## config.mk

```make
export PLATFORM = sky130hd
export DESIGN_NAME = column_loader
export DESIGN_NICKNAME = d
export VERILOG_FILES = /design/src/rtl/column_loader.sv
export SDC_FILE = /design/constraint.sdc
export NUM_CORES = 1
export LEC_CHECK = 0
export BUFFER_PORTS_ARGS = -buffer_cell sky130_fd_sc_hd__buf_2
export CORE_ASPECT_RATIO = 1.75
export CORE_MARGIN = 10
export CORE_UTILIZATION = 55
export CTS_BUF_LIST = sky130_fd_sc_hd__clkbuf_8
export DETAILED_ROUTE_END_ITERATION = 7
export HOLD_SLACK_MARGIN = 0.05
export PLACE_DENSITY = 0.77
export SLEW_MARGIN = 10
export SYNTH_ARGS = -nofsm -noshare
export SYNTH_HDL_FRONTEND = slang
export SYNTH_SLANG_ARGS = --single-unit
```

## constraint.sdc

```tcl
create_clock -name clk -period 2.9 [get_ports clk]
set_input_delay 0.145 -clock clk [delete_from_list [all_inputs] [get_ports clk]]
set_output_delay 0.145 -clock clk [all_outputs]
set_load 0.01 [all_outputs]
```

## src/rtl/column_loader.sv

```systemverilog
// Column loader: fills a per-row shadow buffer from a byte stream and transfers
// it to the registered values bus on each column-sync pulse, or blanks on underrun.

module column_row #(
    parameter int DEPTH = 5
) (
    input  logic             clk,
    input  logic             rst_n,
    input  logic             wr_en,
    input  logic [DEPTH-1:0] wr_data,
    input  logic             load,
    input  logic             blank,
    output logic [DEPTH-1:0] value
);
    logic [DEPTH-1:0] shadow;

    // shadow survives a load so a repeated column needs no refill
    always_ff @(posedge clk or negedge rst_n) begin
        if (!rst_n) begin
            shadow <= '0;
            value  <= '0;
        end else begin
            if (wr_en)
                shadow <= wr_data;
            if (load)
                value <= shadow;
            else if (blank)
                value <= '0;
        end
    end
endmodule

module column_loader #(
    parameter int ROWS  = 32,
    parameter int DEPTH = 5
) (
    input  logic                  clk,
    input  logic                  rst_n,
    input  logic [7:0]            pix_data,
    input  logic                  pix_valid,
    output logic                  pix_ready,
    input  logic                  col_sync,
    output logic [ROWS*DEPTH-1:0] values,
    output logic                  col_loaded,
    output logic                  underrun
);
    localparam int IDX_W = $clog2(ROWS);
    localparam logic [IDX_W-1:0] LAST = IDX_W'(ROWS - 1);

    typedef enum logic {FILL, FULL} state_t;

    state_t                       state, state_nxt;
    logic [IDX_W-1:0]             idx, idx_nxt, slot;
    logic                         beat, load, blank;
    logic [ROWS-1:0][DEPTH-1:0]   vals;

    assign pix_ready = (state == FILL);
    assign beat      = pix_valid & pix_ready;
    assign slot      = pix_data[7] ? '0 : idx;
    assign load      = col_sync & (state == FULL);
    assign blank     = col_sync & (state == FILL);
    assign values    = vals;

    always_ff @(posedge clk or negedge rst_n) begin
        if (!rst_n) begin
            state      <= FILL;
            idx        <= '0;
            col_loaded <= 1'b0;
            underrun   <= 1'b0;
        end else begin
            state      <= state_nxt;
            idx        <= idx_nxt;
            col_loaded <= load;
            underrun   <= blank;
        end
    end

    // a beat coinciding with an underrun sync is still written
    always_comb begin
        state_nxt = state;
        idx_nxt   = idx;
        case (state)
            FILL: begin
                if (beat) begin
                    if (slot == LAST) begin
                        idx_nxt   = '0;
                        state_nxt = FULL;
                    end else begin
                        idx_nxt = slot + 1'b1;
                    end
                end
            end
            FULL: begin
                if (col_sync)
                    state_nxt = FILL;
            end
            default: state_nxt = FILL;
        endcase
    end

    for (genvar r = 0; r < ROWS; r++) begin : g_row
        column_row #(.DEPTH(DEPTH)) u_row (
            .clk     (clk),
            .rst_n   (rst_n),
            .wr_en   (beat && (slot == IDX_W'(r))),
            .wr_data (pix_data[DEPTH-1:0]),
            .load    (load),
            .blank   (blank),
            .value   (vals[r])
        );
    end
endmodule

```

==> results of run 1 <==
## layout by cell type, fill, tap and decap left out, drive strengths merged, types with 2 or more instances in the layout
cell / count
and2b: 3
and4bb: 4
buf: 185
bufinv: 3
clkbuf: 58
dfrtp: 328
dlygate4sd3: 2
ha: 3
inv: 177
mux2: 160
nand2: 164
nand2b: 4
nand3: 31
nor2: 2
nor2b: 3
nor4: 2
nor4b: 3
o21ai: 164
## kinds of logic (layout without fill, tap and decap cells)
| group | Yosys count | after routing | synth area share, % |
|---|---|---|---|
| flip-flops | 328 | 328 | 63.5 |
| buffers and inverters | 227 | 427 | 7.04 |
| AND/OR/NAND/NOR | 224 | 224 | 8.59 |
| AO/OA/AOI/OAI | 168 | 168 | 6.60 |
| multiplexers | 160 | 160 | 13.9 |
| adder cells (fa/ha/maj) | 3 | 3 | 0.291 |
## critical path: stages (launching register included)
cell      delay, ps
dfrtp_1         540
nand2b_1        180
ha_1            300
nand3b_1        270
nor4_4          420
mux2_2          380
## where the power goes
group / leakage, nW / switching (mW) / internal [mW]
Sequential: 4.52 / 0.150 / 4.83
Combinational: 2.52 / 0.279 / 0.236
Clock: 0.538 / 1.63 / 2.05
## path summary, 6_finish.rpt
check,startpoint,endpoint,slack [ps],cells past startpoint
min,pix_data[7],idx[3],120,3
min reg2reg,g_row[14].u_row.shadow[1],g_row[14].u_row.value[1],470,2
max,idx[0],g_row[12].u_row.shadow[1],680,5
min in group asynchronous,rst_n,g_row[17].u_row.value[0],160,2
max in group asynchronous,rst_n,g_row[6].u_row.value[1],1900,3
max reg2reg,idx[0],g_row[12].u_row.shadow[1],680,5
## sequential cells by signal (all words and copies together) (netlist names)
| name | count |
|---|---|
| col_loaded | 1 |
| g_row.u_row.shadow | 160 |
| g_row.u_row.value | 160 |
| idx | 5 |
| state | 1 |
| underrun | 1 |
## per-stage QoR
step / hold slack [ps] / total power [mW] / instance area [um^2] / cells / util [%]
3_5_place_dp: 180 / 5.58 / 14100 / 1535 / 60.5
2_1_floorplan: -151 / 5.35 / 12900 / 1110 / -
3_3_place_gp: 179 / 5.54 / 14100 / 1535 / 60.5
5_1_grt: 136 / 9.54 / 15000 / 1614 / 64.7
6_report: 118 / 9.17 / 15000 / 1614 / 64.7
4_1_cts: 71.3 / 9.26 / 15000 / 1614 / 64.7
## what timing repair did
item,4_1_cts,5_1_grt
hold buffers,2,0
endpoints found under the hold margin,74,0
endpoints found under the setup margin,0,0
## layer usage
| metal | routed length, um | up-vias | global-route usage (%) |
|---|---|---|---|
| li1 | - | 3915 | - |
| met1 | 11300 | 4255 | 22.5 |
| met2 | 16000 | 175 | 34.6 |
| met3 | 1400 | 55 | 3.59 |
| met4 | 831 | 0 | 7.11 |
| met5 | 0 | - | 0 |
## synth_stat cells (2+ instances only)
master	count
nand2_1	164
and4bb_2	3
dfrtp_1	328
inv_1	163
nor4b_4	3
nor4_4	2
o21ai_0	164
nand2b_1	4
mux2_2	156
buf_6	4
buf_4	2
nor2_1	2
nand3_2	2
buf_2	16
buf_1	2
clkbuf_1	40
nand3_1	29
ha_1	3
nor2b_1	2
and2b_4	3
mux2_1	4
## layout make-up
type | instances | area [um^2]
Multi-Input combinational cell | 555 | 3810
Clock inverter | 19 | 155
Tap cell | 304 | 380
Inverter | 163 | 612
Timing Repair Buffer | 187 | 1070
Sequential cell | 328 | 8210
Clock buffer | 58 | 798
Fill cell | 1866 | 8210
==> qor.txt, run 1 <==
Syn_area_per_cell = 11.6 um^2
N_diodes = 0
Die W = 136 um
Routed vias = 8400
Worst hold path type = primary input to register
Main synth FF type = dfrtp_1
PD cells = 610 nW/um^2
Max Slew Vio Count = 0
WP data required = 3330 ps
Starting density of the core = 55.6%
Remaining Overflow, GRT = 0
Worst Setup Slack post-DPL = 683 ps
Postcts setup bufs = 0
Post-synth cell types = 35
Clk_skew = 16.5 ps
Synth top area cells = dfrtp_1 (64%), mux2_2 (14%), o21ai_0 (6.4%)
Worst Path Arrival = 2650 ps
Final setup fails = 0
DIE AREA = 30300 um^2
Site Rows = 74
H-tree levels = 2
Fmax = 0.451 GHz
Port bufs = 172
Sequential area share after synthesis = 63.5%
Syn-to-layout area delta = 16.3%
PostCTS Resize Cnt = 0
Nets = 1296
Startpoint types = register
Die H = 223 um
Total track usage = 19.4%
Routed WL = 29500 um
Vias in the first global route = 8804
Synth Register Bits = 328
Post-detail-place hpwl = 19200 um
Syn Nets = 1125
Final TNS setup = 0 ps
CP Max Fanout = 12
Clock buffer depth = 3
Drt wl/cell = 18.3 um
Largest net degree at the start of global routing = 190
First-pass GRT wire length = 47000 um
Worst slew margin = 42.8%
Remaining DRCs = 0
Syn Inst Count = 1110
Final Hold Viols = 0
Final Worst Setup Slack = 682 ps
Routability cong. = 0.806
Clock period minus final worst setup slack = 2220 ps
Yosys top cell by area = dfrtp_1
Core area = 23200 um^2
TritonCTS Buffers = 46
Max VDD drop = 409 uV
Clock transition at the registers of the reported paths = 70 ps
Synth warnings = 0
Sink Count = 328
RSZ-0062 raised after global routing = false
Ports = 175
Outcome = finished clean
Number of iterations in the first detailed-routing pass = 5
Clock tree from TritonCTS = built
Slew @ Worst Pin = 857 ps
Root Buffer = clkbuf_8
Crit path capture type = register
Share of cells above drive strength 1 = 32.2%
Iter 0 DRT Violations = 519
Insertion delay to the later sink of the worst-skew pair = 560 ps
Synth top area share = 63.5%
LEAKAGE = 7.57 nW
ANT nets after route = 0
Crit share post-route = 76.5%
Post-Syn Area = 12900 um^2
Crit Path Class = register to register
Max Cap Viol = 0
Via density = 5.20
Initial antenna violation count = 0
Asr flop ratio synth = 100%
EDFF count, synth = 0
No activity file was read; power rests on OpenSTA's default activity.
==> inputs of run 2 (changes only) <==
==> constraint.sdc (replaced) <==
create_clock -name clk -period 2.05 [get_ports clk]
set_input_delay 0.1025 -clock clk [delete_from_list [all_inputs] [get_ports clk]]
set_output_delay 0.1025 -clock clk [all_outputs]
set_load 0.01 [all_outputs]
==> run 2 against run 1 <==
Wire length increased by 1.4%. Critical endpoint is now g_row[8].u_row.shadow[3]. Sequential cell count did not move. Largest cell class unchanged. First-iteration DRC count increased by 1.7%. Critical path depth grew 1. Critical path type unchanged. Final cell count grew 0.81%. Clock power is 38% higher. Largest power group unchanged. Non-clock buffer count increased by 8. Clock-buffer cell count grew 5.
==> qor.txt, run 2 (synthesis gave the netlist of run 1 again) <==
Outcome = finished clean
Area taken by flip-flops and latches = 8210 um^2
Clk_skew = 10.5 ps
Total track usage = 19.9%
Total power = 12.9 mW
Final Hold Viols = 0
Routed vias = 8443
Number of iterations in the first detailed-routing pass = 5
WP data required = 2480 ps
Ports = 175
N_diodes = 0
Final core occ = 65.0%
DIE AREA = 30300 um^2
Initial antenna violation count = 0
Remaining Overflow, GRT = 0
Fmax = 0.508 GHz
RSZ-0062 raised after global routing = false
Worst hold path type = primary input to register
Site Rows = 74
First-pass GRT wire length = 48200 um
Clock buffer depth = 3
Clock tree from TritonCTS = built
Max Slew Vio Count = 0
Fillers = 1807
Sink Count = 328
Commonest cells after routing, fill and taps aside = dfrtp_1 (327), inv_1 (177), buf_2 (170)
PD cells = 852 nW/um^2
Routed WL = 29900 um
Final Worst Setup Slack = 81.0 ps
Commonest non-fill, non-tap cell in the layout = dfrtp_1
Via density = 5.19
Root Buffer = clkbuf_8
Die W = 136 um
Insertion delay to the later sink of the worst-skew pair = 550 ps
Remaining DRCs = 0
ANT nets after route = 0
Largest net degree at the start of global routing = 106
Biggest regs = g_row.u_row.shadow x160, g_row.u_row.value x160, idx x5
Worst Path Arrival = 2400 ps
Startpoint types = register
TritonCTS Buffers = 45
Crit path capture type = register
H-tree levels = 2
Max VDD drop = 560 uV
Post-detail-place hpwl = 19900 um
Crit share post-route = 96.0%
Share of cells above drive strength 1 = 33.0%
Core area = 23200 um^2
Clock period minus final worst setup slack = 1970 ps
Slew @ Worst Pin = 832 ps
Vias in the first global route = 8800
Iter 0 DRT Violations = 528
Nets = 1303
Final setup fails = 0
Final TNS setup = 0 ps
Clock transition at the registers of the reported paths = 60 ps
Drt wl/cell = 18.4 um
Worst slew margin = 44.5%
Crit Path Class = register to register
Area occupied by multi-input gates = 3810 um^2
Syn-to-layout area delta = 16.9%
CP Max Fanout = 7
Max Cap Viol = 0
Port bufs = 172
Routability cong. = 0.792
Starting density of the core = 55.6%
LEAKAGE = 7.62 nW
Worst Setup Slack post-DPL = 79.5 ps
Die H = 223 um
run 2: cell types whose count changed in the layout (fill, tap and decap cells not counted), sizes merged:
| cell | previous run | this run |
|---|---|---|
| buf | 185 | 193 |
| clkbuf | 58 | 63 |
| bufinv | 3 | 0 |
| clkinvlp | 1 | 3 |
| clkinv | 1 | 2 |
run 2: critical path: stages, from the launching register on:
cell	delay [ps]
dfrtp_2	480
nand2b_1	120
ha_1	170
nand3b_1	210
nor4_4	340
buf_4	190
mux2_2	340
run 2: routing by layer:
layer  global-route usage [%]  vias to the layer above  share of wire (%)  routed length, um
met4                     7.86                        0                3.1                920
li1                         -                     3938                  -                  -
met2                     34.9                      203                 54              16100
met3                     3.68                       51                4.8               1430
met5                        0                        -                  0                  0
met1                     23.4                     4251                 38              11500
run 2: final cells by class:
cell class,count,area share [%]
clock buffer,63,5.74
clock inverter,19,0.563
inverter,163,4.05
multi-input combinational,555,25.2
sequential,328,54.4
tap,304,2.52
timing repair buffer,195,7.54
run 2: repair_timing:
item | 4_1_cts | 5_1_grt
gates resized for setup | 0 | 1
setup buffers | 0 | 2
hold endpoints to repair | 330 | 0
setup endpoints to repair | 0 | 7
hold buffers | 3 | 0
run 2: through the flow:
| step | area, um^2 | hold slack [ps] | instances |
|---|---|---|---|
| finish | 15100 | 95.6 | 1627 |
| global route | 15100 | 130 | 1627 |
| CTS | 15100 | 60.0 | 1625 |
| detailed placement | 14100 | 2.75 | 1540 |
| global placement | 14100 | 1.10 | 1540 |
| floorplan | 12900 | -193 | 1110 |
run 2: worst paths after layout:
check	from	end	slack [ps]	cells past startpoint
setup reg to reg	idx[0]	g_row[8].u_row.shadow[3]	80	6
setup / recovery	idx[0]	g_row[8].u_row.shadow[3]	80	6
hold reg to reg	g_row[3].u_row.shadow[1]	g_row[3].u_row.value[1]	470	2
min in group asynchronous	rst_n	g_row[17].u_row.shadow[2]	170	3
hold / removal	pix_data[7]	idx[3]	100	3
max in group asynchronous	rst_n	g_row[13].u_row.value[3]	1390	3
run 2: power breakdown:
part           leakage, nW  internal [mW]  total, mW  switching (mW)
combinational         2.56          0.356      0.769           0.413
clock                0.536           2.73       5.07            2.34
sequential            4.52           6.83       7.03           0.199
